`src/rtl/binary_clock_display_scan.sv`:
```
// ---------------------------------------------------------------------------
// binary_clock_display_scan
//
// Drives a 3-column x 6-row multiplexed binary LED matrix from the stopwatch
// time registers. Column 0 shows hours, column 1 minutes, column 2 seconds.
// Once per frame the time is captured so a frame never mixes old and new
// values. Columns are then scanned at a fixed slot rate. The column enables
// are gated by a dead-time window at the start of each slot, by a PWM
// brightness comparison and by a registered blanking input.
//
// Ports:
//   clk         board clock
//   rst_n       asynchronous active-low reset
//   Hours       binary hours (5 bits)
//   Minutes     binary minutes (6 bits)
//   Seconds     binary seconds (6 bits)
//   Brightness  on-duty numerator out of 2^PWM_BITS, compared live
//   Blank       forces the display dark while high (one cycle of latency)
//   ColEn       one-hot active-high column enable
//   RowData     active-high row pattern for the current column, bit0 = LSB
//   FrameStart  single-cycle pulse on the first cycle of each frame
// ---------------------------------------------------------------------------
module binary_clock_display_scan #(
  parameter int SCAN_DIV    = 50000,
  parameter int DEAD_CYCLES = 2,
  parameter int PWM_BITS    = 4
) (
  input  logic                clk,
  input  logic                rst_n,
  input  logic [4:0]          Hours,
  input  logic [5:0]          Minutes,
  input  logic [5:0]          Seconds,
  input  logic [PWM_BITS-1:0] Brightness,
  input  logic                Blank,
  output logic [2:0]          ColEn,
  output logic [5:0]          RowData,
  output logic                FrameStart
);

  localparam int DIV_W = (SCAN_DIV > 1) ? $clog2(SCAN_DIV) : 1;
  localparam logic [DIV_W-1:0] DIV_LAST = DIV_W'(SCAN_DIV - 1);
  localparam logic [DIV_W-1:0] DEAD_END = DIV_W'(DEAD_CYCLES);

  typedef enum logic [1:0] {
    COL_HOURS   = 2'd0,
    COL_MINUTES = 2'd1,
    COL_SECONDS = 2'd2
  } col_e;

  logic [DIV_W-1:0]    div_q, div_d;
  col_e                col_q, col_d;
  logic [PWM_BITS-1:0] pwm_q, pwm_d;
  logic [5:0]          snapMinutes_q, snapMinutes_d;
  logic [5:0]          snapSeconds_q, snapSeconds_d;
  logic [5:0]          rowData_q, rowData_d;
  logic                frameStart_q, frameStart_d;
  logic                loadPending_q, loadPending_d;
  logic                blank_q;

  logic slotEnd;
  logic frameBoundary;

  assign slotEnd = (div_q == DIV_LAST);

  // The first edge after reset is treated as a frame boundary, so the display
  // restarts cleanly with a fresh snapshot instead of showing cleared values.
  assign frameBoundary = loadPending_q || (slotEnd && (col_q == COL_SECONDS));

  // Next-state logic for the slot divider, column sequencer and snapshot.
  // The hours snapshot has no register of its own: hours go straight into
  // RowData at the frame boundary and are only ever shown in column 0, which
  // begins on that same edge. Minutes and seconds are held until their
  // slots come up.
  always_comb begin
    div_d         = div_q + DIV_W'(1);
    col_d         = col_q;
    pwm_d         = pwm_q + PWM_BITS'(1);
    snapMinutes_d = snapMinutes_q;
    snapSeconds_d = snapSeconds_q;
    rowData_d     = rowData_q;
    frameStart_d  = 1'b0;
    loadPending_d = 1'b0;

    if (frameBoundary) begin
      div_d         = '0;
      col_d         = COL_HOURS;
      snapMinutes_d = Minutes;
      snapSeconds_d = Seconds;
      rowData_d     = {1'b0, Hours};
      frameStart_d  = 1'b1;
    end else if (slotEnd) begin
      div_d = '0;
      case (col_q)
        COL_HOURS: begin
          col_d     = COL_MINUTES;
          rowData_d = snapMinutes_q;
        end
        COL_MINUTES: begin
          col_d     = COL_SECONDS;
          rowData_d = snapSeconds_q;
        end
        default: begin
          col_d = COL_HOURS;
        end
      endcase
    end
  end

  // All scan state is registered here, so RowData and FrameStart come
  // straight from flops.
  always_ff @(posedge clk or negedge rst_n) begin
    if (!rst_n) begin
      div_q         <= '0;
      col_q         <= COL_HOURS;
      pwm_q         <= '0;
      snapMinutes_q <= '0;
      snapSeconds_q <= '0;
      rowData_q     <= '0;
      frameStart_q  <= 1'b0;
      loadPending_q <= 1'b1;
      blank_q       <= 1'b0;
    end else begin
      div_q         <= div_d;
      col_q         <= col_d;
      pwm_q         <= pwm_d;
      snapMinutes_q <= snapMinutes_d;
      snapSeconds_q <= snapSeconds_d;
      rowData_q     <= rowData_d;
      frameStart_q  <= frameStart_d;
      loadPending_q <= loadPending_d;
      blank_q       <= Blank;
    end
  end

  // Column enable decode. It reads only registered state, apart from
  // Brightness, which is compared live. The dead window at the start of each
  // slot lets the row drivers settle before a column lights, which prevents
  // ghosting.
  always_comb begin
    ColEn = 3'b000;
    if (!blank_q && (div_q >= DEAD_END) && (pwm_q < Brightness)) begin
      case (col_q)
        COL_HOURS:   ColEn = 3'b001;
        COL_MINUTES: ColEn = 3'b010;
        COL_SECONDS: ColEn = 3'b100;
        default:     ColEn = 3'b000;
      endcase
    end
  end

  assign RowData    = rowData_q;
  assign FrameStart = frameStart_q;

endmodule
```
`config.mk`:
```
export PLATFORM = sky130hd
export DESIGN_NAME = binary_clock_display_scan
export DESIGN_NICKNAME = d
export VERILOG_FILES = /design/src/rtl/binary_clock_display_scan.sv
export SDC_FILE = /design/constraint.sdc
export NUM_CORES = 1
export LEC_CHECK = 0
export ABC_AREA = 1
export BUFFER_PORTS_ARGS = -buffer_cell sky130_fd_sc_hd__buf_2
export CAP_MARGIN = 20
export CELL_PAD_IN_SITES_DETAIL_PLACEMENT = 0
export CELL_PAD_IN_SITES_GLOBAL_PLACEMENT = 1
export CORE_MARGIN = 4
export CORE_UTILIZATION = 43
export CTS_BUF_LIST = sky130_fd_sc_hd__clkbuf_8
export DETAILED_ROUTE_END_ITERATION = 6
export PLACE_DENSITY_LB_ADDON = 0.1
export SLEW_MARGIN = 5
export SYNTH_ARGS = -nofsm -noshare
export SYNTH_HDL_FRONTEND = slang
export SYNTH_SLANG_ARGS = --single-unit
```
`constraint.sdc`:
```
create_clock -name clk -period 2 [get_ports clk]
set_input_delay 0.4 -clock clk [delete_from_list [all_inputs] [get_ports clk]]
set_output_delay 0.4 -clock clk [all_outputs]
set_load 0.03 [all_outputs]
```
==> impl_metrics.tcl, run 1 <==
set metrics [dict create \
    run_status "finished, final reports clean" \
    timing.fmax_mhz 505 \
    numPlacedInstances 371 \
    antenna-diode-count 0 \
    per_instance_average_area_after_synthesis_um2 8.19 \
    async_reset_ff_share_pct 100 \
    fillerInstances 474 \
    dr_total_vias 1820 \
    timing.critical_path.slowest_stage_cell "dfrtp_1" \
    synth_seq_cells 43 \
    maxcap_violations 0 \
    synth_ff_type "dfrtp_1" \
    post_synth_main_area_contributors "dfrtp_1, nand2_1, inv_1, nor2_1, nand3_1" \
    gp_congestion 0.799 \
    seq_area_frac_synth_pct 48.5 \
    worstSetupPathType "flop to output pin" \
    internal_reg_to_reg_setup_slack_ps 210 \
    synthCells 271 \
    pin_count 34 \
    synth.yosys.warnings 0 \
    first_global_vias 1843 \
    finalHoldViolCount 0 \
    multiplexer_fraction_of_the_synthesized_cell_area_pct 0 \
    route.final.wire_length_mm 4.56 \
    switchingPower_uw 623 \
    first_pass_grt_wire_length_mm 8.02 \
    seq_area_um2 1080 \
    synth_xor_area_share_pct 1.97 \
    avgRoutedWirePerCell_um 11.7 \
    cp_slowest_stage_delay_ps 360 \
    finalSetupViolCount 0 \
    clock_tree.buffer_depth 2 \
    worstHoldPathCells 1 \
    total_leakage_power_nw 1.37 \
    ordered_cell_list_for_the_critical_path "inv_1, ha_2, nor3b_2, nand4_1, nand2_2, nor3_2, buf_4" \
    multiInputGateArea_um2 1030 \
    post_synth_fa_ha_maj_area_fraction_pct 3.38 \
    synth_top_family_by_area "simple AND/OR/NAND/NOR gates" \
    post_synth_and_or_nand_nor_area_fraction_pct 30.5 \
    worst_setup_path_end_kind "output pin" \
    drive_above_1_share_pct 29.5 \
    place_ws_ps 11.8 \
    vias_per_cell 4.68 \
    clockRootBuffer "clkbuf_8" \
    reg2reg_to "div_q[2]" \
    post_synthesis_cell_area_um2 2220 \
    layout_setup_ws_ps 18.8 \
    cts_sinks 43 \
    final.min_clock_period_ps 1980 \
    rsz_0062_raised_after_global_routing "true" \
    largest_net_degree_at_the_start_of_global_routing 22 \
    final-max-slew-violation-count 0 \
    mappedNetlistNets 301 \
    min_period_over_period_pct 99.1 \
    power.density_cell_area_nw_per_um2 783 \
    final-instance-count-excl-fill 389 \
    nNetsFinal 351 \
    critPathRequiredTime_ps 1600 \
    cp.buffers_inverters 2 \
    vdd_ir_drop_max_mv 0.550 \
    crit-reg2reg-launch "div_q[0]" \
    io_buffers 33 \
    placement_rows 25 \
    power_frac_comb_pct 19.9 \
    antenna_found_initial 0 \
    cts_inserted_buffers 5 \
    synth_enable_flop_cells 0 \
    dpl.hpwl_mm 3.42 \
    seqPwrFrac_pct 46.4 \
    critical_path_peak_fanout 3 \
    hold_end "blank_q" \
    synth_cell_types 29 \
    clock_tree.htree_level_count 2 \
    syn2layout_area_growth_pct 22.7 \
    drt_drc_violations_left 0 \
    ant_nets 0 \
    holdCritStartpoint "Blank" \
    cp_data_arrival_time_ps 1580 \
    die_width_um 79.8 \
    worstSetupStartpointType "flop" \
    global_route.usage.total_pct 16.1 \
    synth_largest_area_cell "dfrtp_1" \
    fin_skew_ps 6.34 \
    drtPass1Iterations 4 \
    path_clk_slew_ps 80 \
    synth_compound_area_share_pct 7.50 \
    p_int_mw 1.51 \
    clockPowerShare_pct 33.7 \
    initial_core_util_pct 45.8 \
    netlist.area_leader.share_pct 47.4 \
    insertion_delay_ps 300 \
    die-area_um2 6380 \
    worst_min_delay_path_class "input pin to flop" \
    worst_setup_path_startpoint "div_q[0]" \
    drt_first_iter_violations 27 \
    netSwitchingFraction_pct 29.2 \
    worst_r2r_path_depth 10 \
    gr-total-overflow 0 \
    die_height_um 79.8 \
    critical-path-top-delay-family "simple AND/OR/NAND/NOR gates" \
    core_region_area_um2 4850 \
    cts_tree "yes" \
]
==> synthesized netlist by cell type, types with 2 or more instances <==
cell type / n
a21oi_1: 7
buf_12: 2
clkinv_1: 2
dfrtp_1: 42
ha_1: 6
inv_1: 27
inv_2: 2
nand2_1: 74
nand2_2: 11
nand2_4: 2
nand3_1: 19
nand4_1: 2
nor2_1: 27
nor2_2: 3
nor3_1: 11
nor3b_1: 2
o21ai_0: 12
o21ai_2: 6
xor2_1: 4
==> what timing repair did <==
item	4_1_cts	5_1_grt
resized for setup	14	5
setup buffers	4	5
gates cloned	0	0
hold endpoints to repair	10	0
endpoints found under the setup margin	3	3
hold buffers	1	0
pin swaps	4	6
==> placed cells by master (no fill, tap or decap), drive strengths merged, types with 2 or more instances in the layout <==
master,netlist,layout
a21oi,7,7
buf,3,46
clkbuf,1,6
clkinv,3,2
dfrtp,42,42
ha,6,6
inv,29,31
nand2,87,87
nand3,19,19
nand4,2,2
nor2,30,30
nor3,12,12
nor3b,2,2
o21ai,19,19
xor2,4,4
==> flip-flops by register name, indices dropped and copies added, names as in the netlist <==
| name | flops |
|---|---|
| div_q | 16 |
| loadPending_q | 1 |
| RowData | 6 |
| pwm_q | 4 |
| snapMinutes_q | 6 |
| col_q | 2 |
| snapSeconds_q | 6 |
| blank_q | 1 |
| FrameStart | 1 |
==> power by group through the flow <==
stage               registers [mW]  clock network (mW)  logic (mW)
floorplan                     1.06                   0       0.225
global placement              1.01                   0       0.401
detailed placement            1.01                   0       0.404
CTS                          0.988               0.742       0.429
global route                 0.999               0.770       0.486
finish                       0.988               0.719       0.425
==> worst max-delay path by stage <==
stage / to / slack (ps) / cells after the start
3_5_place_dp: ColEn[0] / 10 / 7
4_1_cts: ColEn[2] / 10 / 7
2_1_floorplan: ColEn[0] / -90 / 5
5_1_grt: ColEn[1] / -100 / 7
3_3_place_gp: ColEn[1] / -20 / 7
6_report: ColEn[1] / 20 / 7
==> stage by stage <==
| stage | util, % | hold WS (ps) | power, mW | cell area (um^2) | setup TNS, ps |
|---|---|---|---|---|---|
| floorplan | - | 104 | 1.28 | 2220 | -263 |
| global placement | 50.5 | 295 | 1.41 | 2450 | -16.9 |
| detailed placement | 50.5 | 299 | 1.41 | 2450 | 0 |
| CTS | 54.9 | 196 | 2.16 | 2660 | 0 |
| global route | 56.2 | 191 | 2.25 | 2720 | -278 |
| finish | 56.2 | 208 | 2.13 | 2720 | 0 |
==> metal layers <==
layer  GRT usage, %  vias up  part of all wire [%]
li1               -      957                     -
met1           20.6      822                    47
met2           26.6       33                    47
met4           5.57        0                   1.3
met3           3.95        8                   4.1
met5              0        -                     0
==> cell families (layout without fill, tap and decap cells) <==
| group | after synthesis | in the layout |
|---|---|---|
| xor gates and xnor gates | 5 | 5 |
| AOI/OAI and AO/OA | 28 | 28 |
| adders and majority gates | 6 | 6 |
| DFF | 43 | 43 |
| and+or+nand+nor | 152 | 152 |
| buffers and inverters | 36 | 87 |
| other | 1 | 1 |
==> cell type report <==
class / count / share of cell area (%)
clock buffer: 6 / 3.03
multi-input combinational: 192 / 37.9
tap: 67 / 3.08
inverter: 32 / 4.69
sequential: 43 / 39.6
timing repair buffer: 47 / 10.3
clock inverter: 2 / 1.42
(Power assumes the default switching activity.)
==> run 2, diff against run 1 <==
--- a/config.mk
+++ b/config.mk
@@ -15,6 +15,7 @@
 export CTS_BUF_LIST = sky130_fd_sc_hd__clkbuf_8
 export DETAILED_ROUTE_END_ITERATION = 6
 export PLACE_DENSITY_LB_ADDON = 0.1
+export SETUP_SLACK_MARGIN = 0.1
 export SLEW_MARGIN = 5
 export SYNTH_ARGS = -nofsm -noshare
 export SYNTH_HDL_FRONTEND = slang
==> run 2 against run 1 <==
Compared with the run above:
- the run now ends with setup timing left
- largest power group unchanged
- worst hold slack got worse by 1.8 ps
- sequential power about the same
- power increased by 0.96%
- clock power is 0.7% higher
- critical endpoint unchanged
- utilization is 0.98 points higher
==> impl_metrics.tcl, run 2 (synthesis results as in run 1) <==
set metrics [dict create \
    run_status "finished, violations left" \
    violations "setup timing" \
    critPathRequiredTime_ps 1600 \
    placement_rows 25 \
    timing.fmax_mhz 498 \
    largest_net_degree_at_the_start_of_global_routing 22 \
    initial_core_util_pct 45.8 \
    drt_first_iter_violations 33 \
    die_width_um 79.8 \
    worst_setup_path_end_kind "output pin" \
    die-area_um2 6380 \
    critical_path_peak_fanout 3 \
    layout_setup_ws_ps -6.87 \
    io_buffers 33 \
    global_route.usage.total_pct 16.2 \
    finalHoldViolCount 0 \
    worstSetupStartpointType "flop" \
    total_leakage_power_nw 1.36 \
    max_ffs_per_register 16 \
    cts_inserted_buffers 5 \
    first_global_vias 1847 \
    min_period_over_period_pct 100 \
    ant_nets 0 \
    commonest_non_fill_non_tap_cell_in_the_layout "nand2_1" \
    drive_above_1_share_pct 31.1 \
    finalSetupViolCount 2 \
    registers.top_by_ff_count "div_q" \
    timing.setup.tns_ps -10.7 \
    clock_tree.htree_level_count 2 \
    clockRootBuffer "clkbuf_8" \
    maxcap_violations 0 \
    avgRoutedWirePerCell_um 11.9 \
    pin_count 34 \
    gr-total-overflow 0 \
    cts_sinks 43 \
    dr_total_vias 1837 \
    cp_data_arrival_time_ps 1610 \
    reg2reg_to "div_q[2]" \
    hold_end "blank_q" \
    final.min_clock_period_ps 2010 \
    route.final.wire_length_mm 4.64 \
    holdCritStartpoint "Blank" \
    hold-worst-slack_ps 206 \
    worst_min_delay_path_class "input pin to flop" \
    syn2layout_area_growth_pct 24.9 \
    antenna-diode-count 0 \
    vdd_ir_drop_max_mv 0.556 \
    nNetsFinal 351 \
    worstSetupPathType "flop to output pin" \
    dpl.hpwl_mm 3.42 \
    path_clk_slew_ps 80 \
    gp_congestion 0.799 \
    power.density_cell_area_nw_per_um2 777 \
    drt_drc_violations_left 0 \
    internal_reg_to_reg_setup_slack_ps 190 \
    vias_per_cell 4.72 \
    final-max-slew-violation-count 0 \
    commonest_cells_after_routing_fill_and_taps_aside "nand2_1, dfrtp_1, buf_2, nor2_1, inv_1" \
    clock_tree.buffer_depth 2 \
    fin_skew_ps 7.54 \
    antenna_found_initial 0 \
    die_height_um 79.8 \
    rsz_0062_raised_after_global_routing "true" \
    worstHoldPathCells 1 \
    core_region_area_um2 4850 \
    crit-reg2reg-launch "div_q[0]" \
    worst_r2r_path_depth 10 \
    drtPass1Iterations 4 \
    cts_tree "yes" \
    insertion_delay_ps 300 \
    first_pass_grt_wire_length_mm 8.06 \
]
-- run 2: how the worst max path moves through the flow --
stage	depth (start not counted)	slack (ps)	from	endpoint
after global routing	7	-100	div_q[0]	ColEn[1]
after floorplan	5	-90	Brightness[3]	ColEn[0]
after CTS	7	20	div_q[0]	ColEn[2]
after detailed placement	7	10	Brightness[3]	ColEn[0]
after global placement	7	-20	Brightness[1]	ColEn[1]
final	7	-7	div_q[0]	ColEn[1]
-- run 2: timing repair --
item / in CTS / in global routing
pin swaps: 4 / 7
hold endpoints to repair: 10 / 0
endpoints found under the setup margin: 3 / 9
hold buffers: 1 / 0
gates resized for setup: 14 / 16
setup buffers: 5 / 4
-- run 2: critical path, cell delays in order, from the launching register on --
cell	delay (ps)
dfrtp_1	360
inv_1	50
ha_2	170
nor3b_2	170
nand4_1	180
nand2_2	160
nor3_2	60
buf_4	170
-- run 2: power by group --
group          internal [mW]  switching, mW  leakage [nW]  total (mW)
logic                  0.155          0.285         0.742       0.440
clock network          0.411          0.313        0.0618       0.724
registers              0.950         0.0384         0.557       0.989
total                   1.52          0.636          1.36        2.15
-- run 2: area by class of cell --
cell class | instances | area, um^2
Tap cell | 67 | 83.8
Clock buffer | 6 | 82.6
Fill cell | 458 | 2080
Timing Repair Buffer | 47 | 288
Clock inverter | 2 | 38.8
Inverter | 32 | 136
Sequential cell | 43 | 1080
Multi-Input combinational cell | 192 | 1060
-- run 2: stage by stage --
step / utilization (%) / setup slack [ps] / instance area (um^2) / cells / total power [mW]
4_1_cts: 55.0 / 19.7 / 2670 / 385 / 2.16
3_5_place_dp: 50.5 / 11.8 / 2450 / 371 / 1.41
3_3_place_gp: 50.5 / -16.9 / 2450 / 371 / 1.41
2_1_floorplan: - / -90.8 / 2220 / 271 / 1.28
5_1_grt: 57.2 / -96.1 / 2770 / 389 / 2.27
6_report: 57.2 / -6.87 / 2770 / 389 / 2.15
-- run 2: routing by layer --
metal / vias to the layer above / routed length [um] / track usage, %
met5: - / 0 / 0
met4: 0 / 77 / 5.57
met3: 10 / 197 / 3.95
met2: 37 / 2170 / 26.7
met1: 833 / 2190 / 20.8
li1: 957 / - / -
==> run 3, diff against run 2 <==
--- a/config.mk
+++ b/config.mk
@@ -6,7 +6,7 @@
 export NUM_CORES = 1
 export LEC_CHECK = 0
 export ABC_AREA = 1
-export BUFFER_PORTS_ARGS = -buffer_cell sky130_fd_sc_hd__buf_2
+export BUFFER_PORTS_ARGS = -buffer_cell sky130_fd_sc_hd__buf_4
 export CAP_MARGIN = 20
 export CELL_PAD_IN_SITES_DETAIL_PLACEMENT = 0
 export CELL_PAD_IN_SITES_GLOBAL_PLACEMENT = 1
==> run 3 against run 2 <==
Compared with the run above:
- the flow now finishes without violations
- setup slack better by 29 ps
- via count decreased by 1.6%
- clock-buffer cell count decreased by 1
- fmax increased by 1.5%
- non-clock buffer count is 5 lower
- sequential power hardly changed
- critical path type unchanged
==> impl_metrics.tcl, run 3 (synthesis results as in run 1) <==
set metrics [dict create \
    gp_congestion 0.824 \
    clock_tree.buffer_depth 2 \
    drive_above_1_share_pct 27.1 \
    commonest_cells_after_routing_fill_and_taps_aside "nand2_1, dfrtp_1, buf_4, inv_1, nor2_1" \
    first_pass_grt_wire_length_mm 7.88 \
    route.final.wire_length_mm 4.60 \
    cts_tree "yes" \
    finalHoldViolCount 0 \
    total_leakage_power_nw 1.35 \
    first_global_vias 1743 \
    antenna_found_initial 0 \
    commonest_non_fill_non_tap_cell_in_the_layout "nand2_1" \
    dr_total_vias 1808 \
    nNetsFinal 346 \
    power.density_cell_area_nw_per_um2 727 \
    worstSetupStartpointType "flop" \
    initial_core_util_pct 45.8 \
    vias_per_cell 4.71 \
    critical_path_peak_fanout 7 \
    vdd_ir_drop_max_mv 0.478 \
    timing.critical_path.slowest_stage_cell "dfrtp_2" \
    worst_min_delay_path_class "input pin to async pin" \
    rsz_0062_raised_after_global_routing "true" \
    placement_rows 25 \
    cts_sinks 43 \
    reg2reg_to "div_q[12]" \
    power.total_mw 1.98 \
    cp_data_arrival_time_ps 1580 \
    timing.max_slew.rel_slack_pct 63.6 \
    ordered_cell_list_for_the_critical_path "inv_1, nand2_1, nor3_1, nand4_1, nand2_2, nor3_1, buf_4" \
    registers.top_by_ff_count "div_q" \
    insertion_delay_ps 290 \
    run_status "finished, final reports clean" \
    worst-slew-pin-transition_ps 546 \
    core_region_area_um2 4850 \
    cp_slowest_stage_delay_ps 460 \
    critPathRequiredTime_ps 1600 \
    io_buffers 33 \
    worst_setup_path_end_kind "output pin" \
    cts_inserted_buffers 5 \
    antenna-diode-count 0 \
    post_dp_cell_area_um2 2510 \
    final-max-slew-violation-count 0 \
    path_clk_slew_ps 80 \
    finalSetupViolCount 0 \
    hold-worst-slack_ps 80.5 \
    worst_r2r_path_depth 9 \
    worstSetupPathType "flop to output pin" \
    timing.setup.tns_ps 0 \
    fillerInstances 452 \
    min_period_over_period_pct 98.9 \
    final.min_clock_period_ps 1980 \
    pin_count 34 \
    die_height_um 79.8 \
    drt_drc_violations_left 0 \
    dpl.hpwl_mm 3.29 \
    clock_tree.htree_level_count 2 \
    drtPass1Iterations 4 \
    gr-total-overflow 0 \
    layout.cell_area.non_filler_um2 2720 \
    cp_common_cell "nor3_1" \
    maxcap_violations 0 \
    syn2layout_area_growth_pct 22.7 \
    internal_reg_to_reg_setup_slack_ps 240 \
    die-area_um2 6380 \
    largest_net_degree_at_the_start_of_global_routing 44 \
    ant_nets 0 \
    die_width_um 79.8 \
    crit-reg2reg-launch "div_q[0]" \
    max_ffs_per_register 16 \
    clockRootBuffer "clkbuf_8" \
    avgRoutedWirePerCell_um 12.0 \
    fin_skew_ps 9.06 \
    timing.fmax_mhz 506 \
    global_route.usage.total_pct 16.1 \
    drt_first_iter_violations 78 \
]
## run 3: cell count changes in the layout (fill, tap and decap cells not counted), sizes merged
| cell | delta |
|---|---|
| clkbuf | -1 |
| bufinv | -1 |
| clkinv | +2 |
| buf | -4 |
| dlygate4sd3 | -1 |
## run 3: stage by stage
stage / worst slack (ps) / util (%) / cells
2_1_floorplan: -90.8 / - / 271
3_3_place_gp: 68.3 / 51.9 / 369
3_5_place_dp: -57.4 / 51.9 / 369
4_1_cts: -2.93 / 55.2 / 381
5_1_grt: -79.7 / 56.2 / 384
6_report: 22.0 / 56.2 / 384
## run 3: layout make-up
class / instances / area (um^2) / area share (%)
clock inverters: 3 / 16.3 / 0.597
clock buffers: 5 / 68.8 / 2.53
inverters: 32 / 133 / 4.87
repair buffers: 42 / 319 / 11.7
well taps: 67 / 83.8 / 3.08
multi-input cells: 192 / 1020 / 37.6
flip-flops and latches: 43 / 1080 / 39.6
## run 3: where the power goes
| group | switching, mW | internal [mW] |
|---|---|---|
| Clock | 0.295 | 0.239 |
| Sequential | 0.0412 | 0.951 |
| Combinational | 0.280 | 0.174 |
## run 3: routing by layer
metal | up-vias | GRT usage, % | part of all wire (%)
met5 | - | 0 | 0
li1 | 946 | - | -
met4 | 0 | 6.59 | 1.2
met2 | 31 | 25.0 | 47
met1 | 827 | 21.3 | 48
met3 | 4 | 4.18 | 3.6
## run 3: worst max-delay path by stage
stage                        from        to  cells after the start  slack (ps)
global route             div_q[0]  ColEn[2]                      7         -80
CTS                      div_q[0]  ColEn[1]                      7          -3
finish                   div_q[5]  ColEn[2]                      7          20
detailed placement  Brightness[3]  ColEn[1]                      7         -60
floorplan           Brightness[3]  ColEn[0]                      5         -90
global placement    Brightness[1]  ColEn[1]                      7          70
## run 3: critical path, delay by kind of cell (launching register included)
family / cells / cell delay (ps)
AND/OR/NAND/NOR: 5 / 570
flip-flops: 1 / 460
buffers and inverters: 2 / 250
## run 3: repair_timing
action                                 CTS  global route
pin swaps                                5             4
hold buffers                             0             0
endpoints found under the hold margin    0             0
cloned                                   0             0
buffers inserted                         4             3
gates resized for setup                 11             5
setup endpoints to repair                3            19
